--- config.mk ---
export PLATFORM = sky130hd
export DESIGN_NAME = tile_rect_fill
export DESIGN_NICKNAME = d
export VERILOG_FILES = /design/src/rtl/tile_rect_fill.sv
export SDC_FILE = /design/constraint.sdc
export NUM_CORES = 1
export LEC_CHECK = 0
export CAP_MARGIN = 15
export CORE_MARGIN = 2
export CORE_UTILIZATION = 35
export DETAILED_ROUTE_END_ITERATION = 7
export PLACE_DENSITY = 0.67
export SYNTH_ARGS = -nofsm -noshare
export SYNTH_HDL_FRONTEND = slang
export SYNTH_SLANG_ARGS = --single-unit
--- constraint.sdc ---
create_clock -name clk -period 5.1 [get_ports clk]
set_clock_uncertainty 0.1 [all_clocks]
set_input_delay 0.765 -clock clk [delete_from_list [all_inputs] [get_ports clk]]
set_output_delay 0.765 -clock clk [all_outputs]
set_load 0.02 [all_outputs]
--- src/rtl/tile_rect_fill.sv ---
// tile_rect_fill: rectangle-fill engine for a 2-bit-per-tile VRAM.
//
// The engine takes a rectangle in tile coordinates plus a palette index,
// clips it to the TILES_H x TILES_V map, and writes every covered tile by
// read-modify-write of the packed VRAM bytes. Each byte holds four tiles:
// tile slot s lives in bits [2s+1:2s].
//
// Optional feature, enabled by defining TILE_FILL_FAST_EN:
//   whole aligned bytes (slot 0 with at least four tiles left in the row)
//   are written in one cycle without a read.
//
// Per-tile sequence without the fast path:
//   RD : present the byte address (read data returns in the next cycle)
//   WR : merge the 2-bit color into the returned byte and write it back
// An empty or fully clipped request spends one busy cycle in EMPTY, then
// pulses done from FINISH. done is high only while the FSM is in FINISH.
module tile_rect_fill #(
  parameter int TILES_H    = 28,
  parameter int TILES_V    = 18,
  parameter int ADDR_WIDTH = 7
) (
  input  logic                  clk,
  input  logic                  rst_n,
  input  logic                  start,
  input  logic [4:0]            x0,
  input  logic [4:0]            y0,
  input  logic [5:0]            w,
  input  logic [4:0]            h,
  input  logic [1:0]            color,
  output logic                  busy,
  output logic                  done,
  output logic [ADDR_WIDTH-1:0] vram_addr,
  output logic [7:0]            vram_wdata,
  output logic                  vram_wenable,
  input  logic [7:0]            vram_rdata
);

  // Coordinate arithmetic is 7 bits wide: x0 + w can reach 31 + 63, so
  // clipping never wraps.
  localparam int CW    = 7;
  // Tile index width; the two low bits select the slot within a byte.
  localparam int IDX_W = ADDR_WIDTH + 2;

  typedef logic [CW-1:0] coord_t;

  typedef enum logic [2:0] {
    ST_IDLE,
    ST_RD,
    ST_WR,
    ST_EMPTY,
    ST_FINISH
`ifdef TILE_FILL_FAST_EN
    ,
    ST_FAST
`endif
  } state_t;

  state_t state;

  // Latched operation: clipped column range [x_lo, x_end), row limit
  // y_end, and the fill color.
  coord_t     x_lo;
  coord_t     x_end;
  coord_t     y_end;
  logic [1:0] color_q;

  // Current tile position and the slot of the byte being processed.
  coord_t     cx;
  coord_t     cy;
  logic [1:0] slot_q;

  // Linear tile index y*TILES_H + x.
  function automatic logic [IDX_W-1:0] tile_index(coord_t x, coord_t y);
    return IDX_W'(y) * IDX_W'(TILES_H) + IDX_W'(x);
  endfunction

  // ---------------------------------------------------------------------
  // Request clipping, evaluated on the live request inputs.
  // ---------------------------------------------------------------------
  coord_t req_x;
  coord_t req_y;
  coord_t req_w;
  coord_t req_h;
  coord_t room_x;
  coord_t room_y;
  coord_t clip_w;
  coord_t clip_h;
  logic   req_empty;

  assign req_x  = CW'(x0);
  assign req_y  = CW'(y0);
  assign req_w  = CW'(w);
  assign req_h  = CW'(h);
  // room_* wraps when the origin is off the map; req_empty covers that case.
  assign room_x = CW'(TILES_H) - req_x;
  assign room_y = CW'(TILES_V) - req_y;
  assign clip_w = (req_w < room_x) ? req_w : room_x;
  assign clip_h = (req_h < room_y) ? req_h : room_y;

  assign req_empty = (req_x >= CW'(TILES_H)) || (req_y >= CW'(TILES_V)) ||
                     (clip_w == '0) || (clip_h == '0);

  // ---------------------------------------------------------------------
  // Position advance: step past the tiles just written, wrap to the next
  // row at the clipped right edge.
  // ---------------------------------------------------------------------
  coord_t step;
  coord_t adv_x;
  coord_t next_x;
  coord_t next_y;
  logic   more;

  // Next tile after the current write; more is low once the last row ends.
  // NOTE: every signal driven here gets a value before any branch, so no
  // path leaves it unassigned and no latch is inferred.
  always_comb begin
    step = CW'(1);
`ifdef TILE_FILL_FAST_EN
    if (state == ST_FAST) step = CW'(4);
`endif
    adv_x  = cx + step;
    next_x = adv_x;
    next_y = cy;
    if (adv_x >= x_end) begin
      next_x = x_lo;
      next_y = cy + CW'(1);
    end
    more = (next_y < y_end);
  end

  // ---------------------------------------------------------------------
  // Entry into a tile: from IDLE the request origin, otherwise the
  // advanced position. Decides between a read-modify-write and, when the
  // fast path exists, a whole-byte write.
  // ---------------------------------------------------------------------
  coord_t           ent_x;
  coord_t           ent_y;
  logic [IDX_W-1:0] ent_idx;
  logic             ent_fast;
  state_t           ent_state;
`ifdef TILE_FILL_FAST_EN
  coord_t           ent_end;
`endif

  // Address, slot and next state for the tile about to be processed.
  always_comb begin
    if (state == ST_IDLE) begin
      ent_x = req_x;
      ent_y = req_y;
    end else begin
      ent_x = next_x;
      ent_y = next_y;
    end
    ent_idx   = tile_index(ent_x, ent_y);
    ent_fast  = 1'b0;
    ent_state = ST_RD;
`ifdef TILE_FILL_FAST_EN
    ent_end = (state == ST_IDLE) ? (req_x + clip_w) : x_end;
    // Rows start on byte boundaries, so slot 0 plus four tiles left in the
    // row means the whole byte belongs to the rectangle.
    if ((ent_idx[1:0] == 2'b00) && ((ent_end - ent_x) >= CW'(4))) begin
      ent_fast  = 1'b1;
      ent_state = ST_FAST;
    end
`endif
  end

  // ---------------------------------------------------------------------
  // Control FSM with registered busy/done/address/write-enable.
  // ---------------------------------------------------------------------
  // Sequence tiles and drive the registered outputs.
  // NOTE: state registers use non-blocking assignments so every register
  // samples the pre-edge values, independent of statement order.
  always_ff @(posedge clk or negedge rst_n) begin
    if (!rst_n) begin
      state        <= ST_IDLE;
      busy         <= 1'b0;
      done         <= 1'b0;
      vram_wenable <= 1'b0;
      vram_addr    <= '0;
      x_lo         <= '0;
      x_end        <= '0;
      y_end        <= '0;
      color_q      <= '0;
      cx           <= '0;
      cy           <= '0;
      slot_q       <= '0;
    end else begin
      done <= 1'b0;
      case (state)
        ST_IDLE: begin
          if (start) begin
            color_q <= color;
            x_lo    <= req_x;
            x_end   <= req_x + clip_w;
            y_end   <= req_y + clip_h;
            busy    <= 1'b1;
            if (req_empty) begin
              state <= ST_EMPTY;
            end else begin
              cx           <= ent_x;
              cy           <= ent_y;
              vram_addr    <= ent_idx[IDX_W-1:2];
              slot_q       <= ent_idx[1:0];
              state        <= ent_state;
              vram_wenable <= ent_fast;
            end
          end
        end

        // Empty request: one busy cycle, then the completion pulse.
        ST_EMPTY: begin
          state <= ST_FINISH;
          busy  <= 1'b0;
          done  <= 1'b1;
        end

        // Address is on the bus; the byte comes back next cycle.
        ST_RD: begin
          state        <= ST_WR;
          vram_wenable <= 1'b1;
        end

        ST_WR
`ifdef TILE_FILL_FAST_EN
        , ST_FAST
`endif
        : begin
          vram_wenable <= 1'b0;
          if (more) begin
            cx           <= ent_x;
            cy           <= ent_y;
            vram_addr    <= ent_idx[IDX_W-1:2];
            slot_q       <= ent_idx[1:0];
            state        <= ent_state;
            vram_wenable <= ent_fast;
          end else begin
            state <= ST_FINISH;
            busy  <= 1'b0;
            done  <= 1'b1;
          end
        end

        // done is high for exactly this cycle; start is not sampled here.
        ST_FINISH: begin
          state <= ST_IDLE;
        end

        default: begin
          state        <= ST_IDLE;
          busy         <= 1'b0;
          vram_wenable <= 1'b0;
        end
      endcase
    end
  end

  // ---------------------------------------------------------------------
  // Write data: the read byte arrives during WR, so the merge is
  // combinational from vram_rdata. Zero whenever no write is in progress.
  // ---------------------------------------------------------------------
  logic [7:0] merged;

  // Replace the addressed 2-bit field with the fill color.
  always_comb begin
    merged                      = vram_rdata;
    merged[{slot_q, 1'b0} +: 2] = color_q;
    vram_wdata                  = '0;
    case (state)
      ST_WR:   vram_wdata = merged;
`ifdef TILE_FILL_FAST_EN
      ST_FAST: vram_wdata = {4{color_q}};
`endif
      default: vram_wdata = '0;
    endcase
  end

endmodule

==> summary.txt <==
Route
  – ANT nets after route: 0
  – Total number of vias: 3677
  – DR WL/cell: 14.7 µm
  – Drt drc: 0
  – First-pass DRT Iterations: 4
  – Final wirelength: 10.2 mm
  – DRT iter0 DRCs: 173
  – Vias per cell: between 5 and 6

Synth
  – Ranking of synthesized cells by area: dfrtp_1 29%, ha_1 16%, o21ai_0 5.6%
  – Async SR Flop Fraction: 1.00
  – #FFs+latches synth: 48
  – Biggest area consumer among synthesized cells: dfrtp_1
  – Syn nets: between 500 and 600
  – Synth Warn #: 0
  – Syn avg cell area: between 8 and 9 µm²
  – Post-synthesis cell area: 4200 µm²
  – Top cell type's share of synthesized area: 0.286
  – Register area share after synthesis: 0.286
  – Top cells by count, synth: 54 x ha_1, 48 x dfrtp_1, 47 x o21ai_0
  – Post-Syn Instances: between 400 and 500
  – Post-synthesis cell type count: 57
  – Post-synth EDFFs: 0
  – Most common cell in the netlist: ha_1
  – Ys flop type: dfrtp_1

Critical path
  – Setup crit end kind: flop
  – Worst r2r path cells: 25
  – Worst Path Max Fanout: 5
  – Crit. path cell count: 25
  – Data arrival, critical path: between 4 and 5 ns
  – Critical path's largest stage delay: approximately 0.4 ns
  – Worst EP required: 5.20 ns
  – Critical path class: reg -> reg
  – Crit path max-delay cell type: dfrtp_2
  – Critical path buffers and inverters: 1
  – Startpoint types: flop
  – Crit path top cell by count: xnor2_1
  – Crit-path leading delay family: adder cells

STA
  – Fmax: between 200 and 250 MHz
  – Final Slew Violations: 0
  – Min Tclk post-route: between 4 and 5 ns
  – Final setup fails: 0
  – Slew @ Worst Pin: 0.999 ns
  – Final hold violations: 0
  – Total negative slack: 0 ns
  – Final period util: 0.940
  – Slew HR: 0.329

Die
  – Total die area: 12900 µm²
  – Core area: 11900 µm²
  – Initial core utilization: 0.354
  – IO Pins: 52
  – Die width: 114 µm
  – Die extent in y: 114 µm
  – Std cell rows: 40

Final layout
  – Antenna diodes: 0
  – Post-layout util: 0.447
  – Layout cells sized above 1: 0.147
  – Reg area: 1200 µm²
  – Area growth from synthesis to layout: 26.2%
  – Layout net count: 636
  – Area occupied by multi-input gates: 2950 µm²
  – Fill cells: 1120

CTS
  – Bufs on Longest Clock Path: 2
  – Clock Sinks: 48
  – Worst-skew pair later-pin latency: 0.29 ns
  – CTS tree: done
  – CTS Root Cell: clkbuf_16
  – Cts bufs inserted: 5
  – CTS clk-pin slew, worst paths: approximately 0.07 ns
  – H-tree depth: 2

Global routing
  – Total gr overflow: 0
  – Initial antenna violation count: 0
  – First-pass GRT wire length: 17.1 mm
  – Vias in the first global route: roughly 3600
  – GRT Total Usage: 0.163
  – Largest net degree at the start of global routing: 49

Status
  – Status: finished clean

Hold path
  – Hold path depth: 2
  – Hold Crit Class: reg -> reg

Job
  – Max-cap violations: 0

Placed design
  – Final Wtd Congestion: 0.907
  – IO buf count: 51
  – DP HPWL: 7.77 mm
==> sequential cells by signal, summed over array words and instances (netlist names) <==
signal,flops
vram_wenable,1
cx,7
x_lo,5
x_end,7
done,1
state,3
color_q,2
busy,1
vram_addr,7
y_end,7
cy,7
==> worst paths after layout <==
path,startpoint,to,slack [ns]
worst min register to register,x_end[6],x_end[6],0.38
worst min-delay path,x_end[6],x_end[6],0.38
worst max-delay path,cx[1],vram_addr[6],0.31
worst max register to register,cx[1],vram_addr[6],0.31
max in group asynchronous,rst_n,cx[2],3.98
min in group asynchronous,rst_n,x_end[1],0.46
==> what timing repair did <==
item | in CTS | in global routing
endpoints found under the setup margin | 1 | 1
buffers inserted | 4 | 5
hold buffers | 0 | 0
pin swaps | 3 | 17
resized for setup | 4 | 28
==> per-layer routing <==
layer | vias up | share of wire | GRT usage
met4 | 0 | 0.018 | 0.0537
met5 | - | 0 | 0
met2 | 87 | 0.51 | 0.289
met1 | 1737 | 0.43 | 0.204
met3 | 14 | 0.046 | 0.0228
li1 | 1839 | - | -
==> cell type report <==
cell class,instances,share of cell area
clock inverter,2,0.00731
inverter,32,0.0226
sequential,48,0.227
tap,147,0.0347
clock buffer,6,0.0262
timing repair buffer,72,0.125
multi-input combinational,385,0.557
==> worst register-to-register path, stage by stage, from the launching register on <==
cell and delay, ns:
dfrtp_2 0.41, ha_4 0.18, nand2_1 0.06, nor2_1 0.12, xor2_1 0.20, ha_1 0.31
a21oi_2 0.15, and3_4 0.20, o21ai_4 0.07, xnor2_1 0.13, nor2_1 0.11, a21oi_2 0.06
buf_4 0.17, nor2_4 0.12, nor2_4 0.06, ha_4 0.15, or2_2 0.31, fa_2 0.37
xor2_2 0.16, ha_1 0.32, a21boi_2 0.17, o21ai_1 0.16, xnor2_1 0.15, xnor2_1 0.16
a21oi_1 0.08, o31ai_2 0.21
==> logic make-up after synthesis <==
kind of cell | Yosys count | synth area share
mux | 27 | 0.0711
xor+xnor | 32 | 0.0667
compound gates | 128 | 0.189
simple gates | 138 | 0.160
fa+ha+maj | 60 | 0.185
flops | 48 | 0.286
buf+inv | 46 | 0.0432
==> cell usage in the layout, fill, tap and decap left out, drive strengths merged, types with 22 or more instances in the layout <==
| cell | count |
|---|---|
| ha | 54 |
| clkdlybuf4s50 | 50 |
| o21ai | 49 |
| dfrtp | 48 |
| nand2 | 44 |
| a21oi | 36 |
| inv | 32 |
| nor2 | 31 |
| mux2 | 23 |
| buf | 22 |
==> through the flow <==
step	hold slack, ns	instance area (µm²)	std cells	worst slack, ns
final	0.382	5300	692	0.306
after global routing	0.413	5300	692	-0.0269
after CTS	0.387	5150	687	0.0272
after detailed placement	0.373	4930	675	-0.0486
after global placement	0.365	4930	675	0.105
after floorplan	0.349	4200	479	0.202
Power is not shown: default switching activity piles up to over one toggle a cycle in this logic, so the estimate is an artifact.
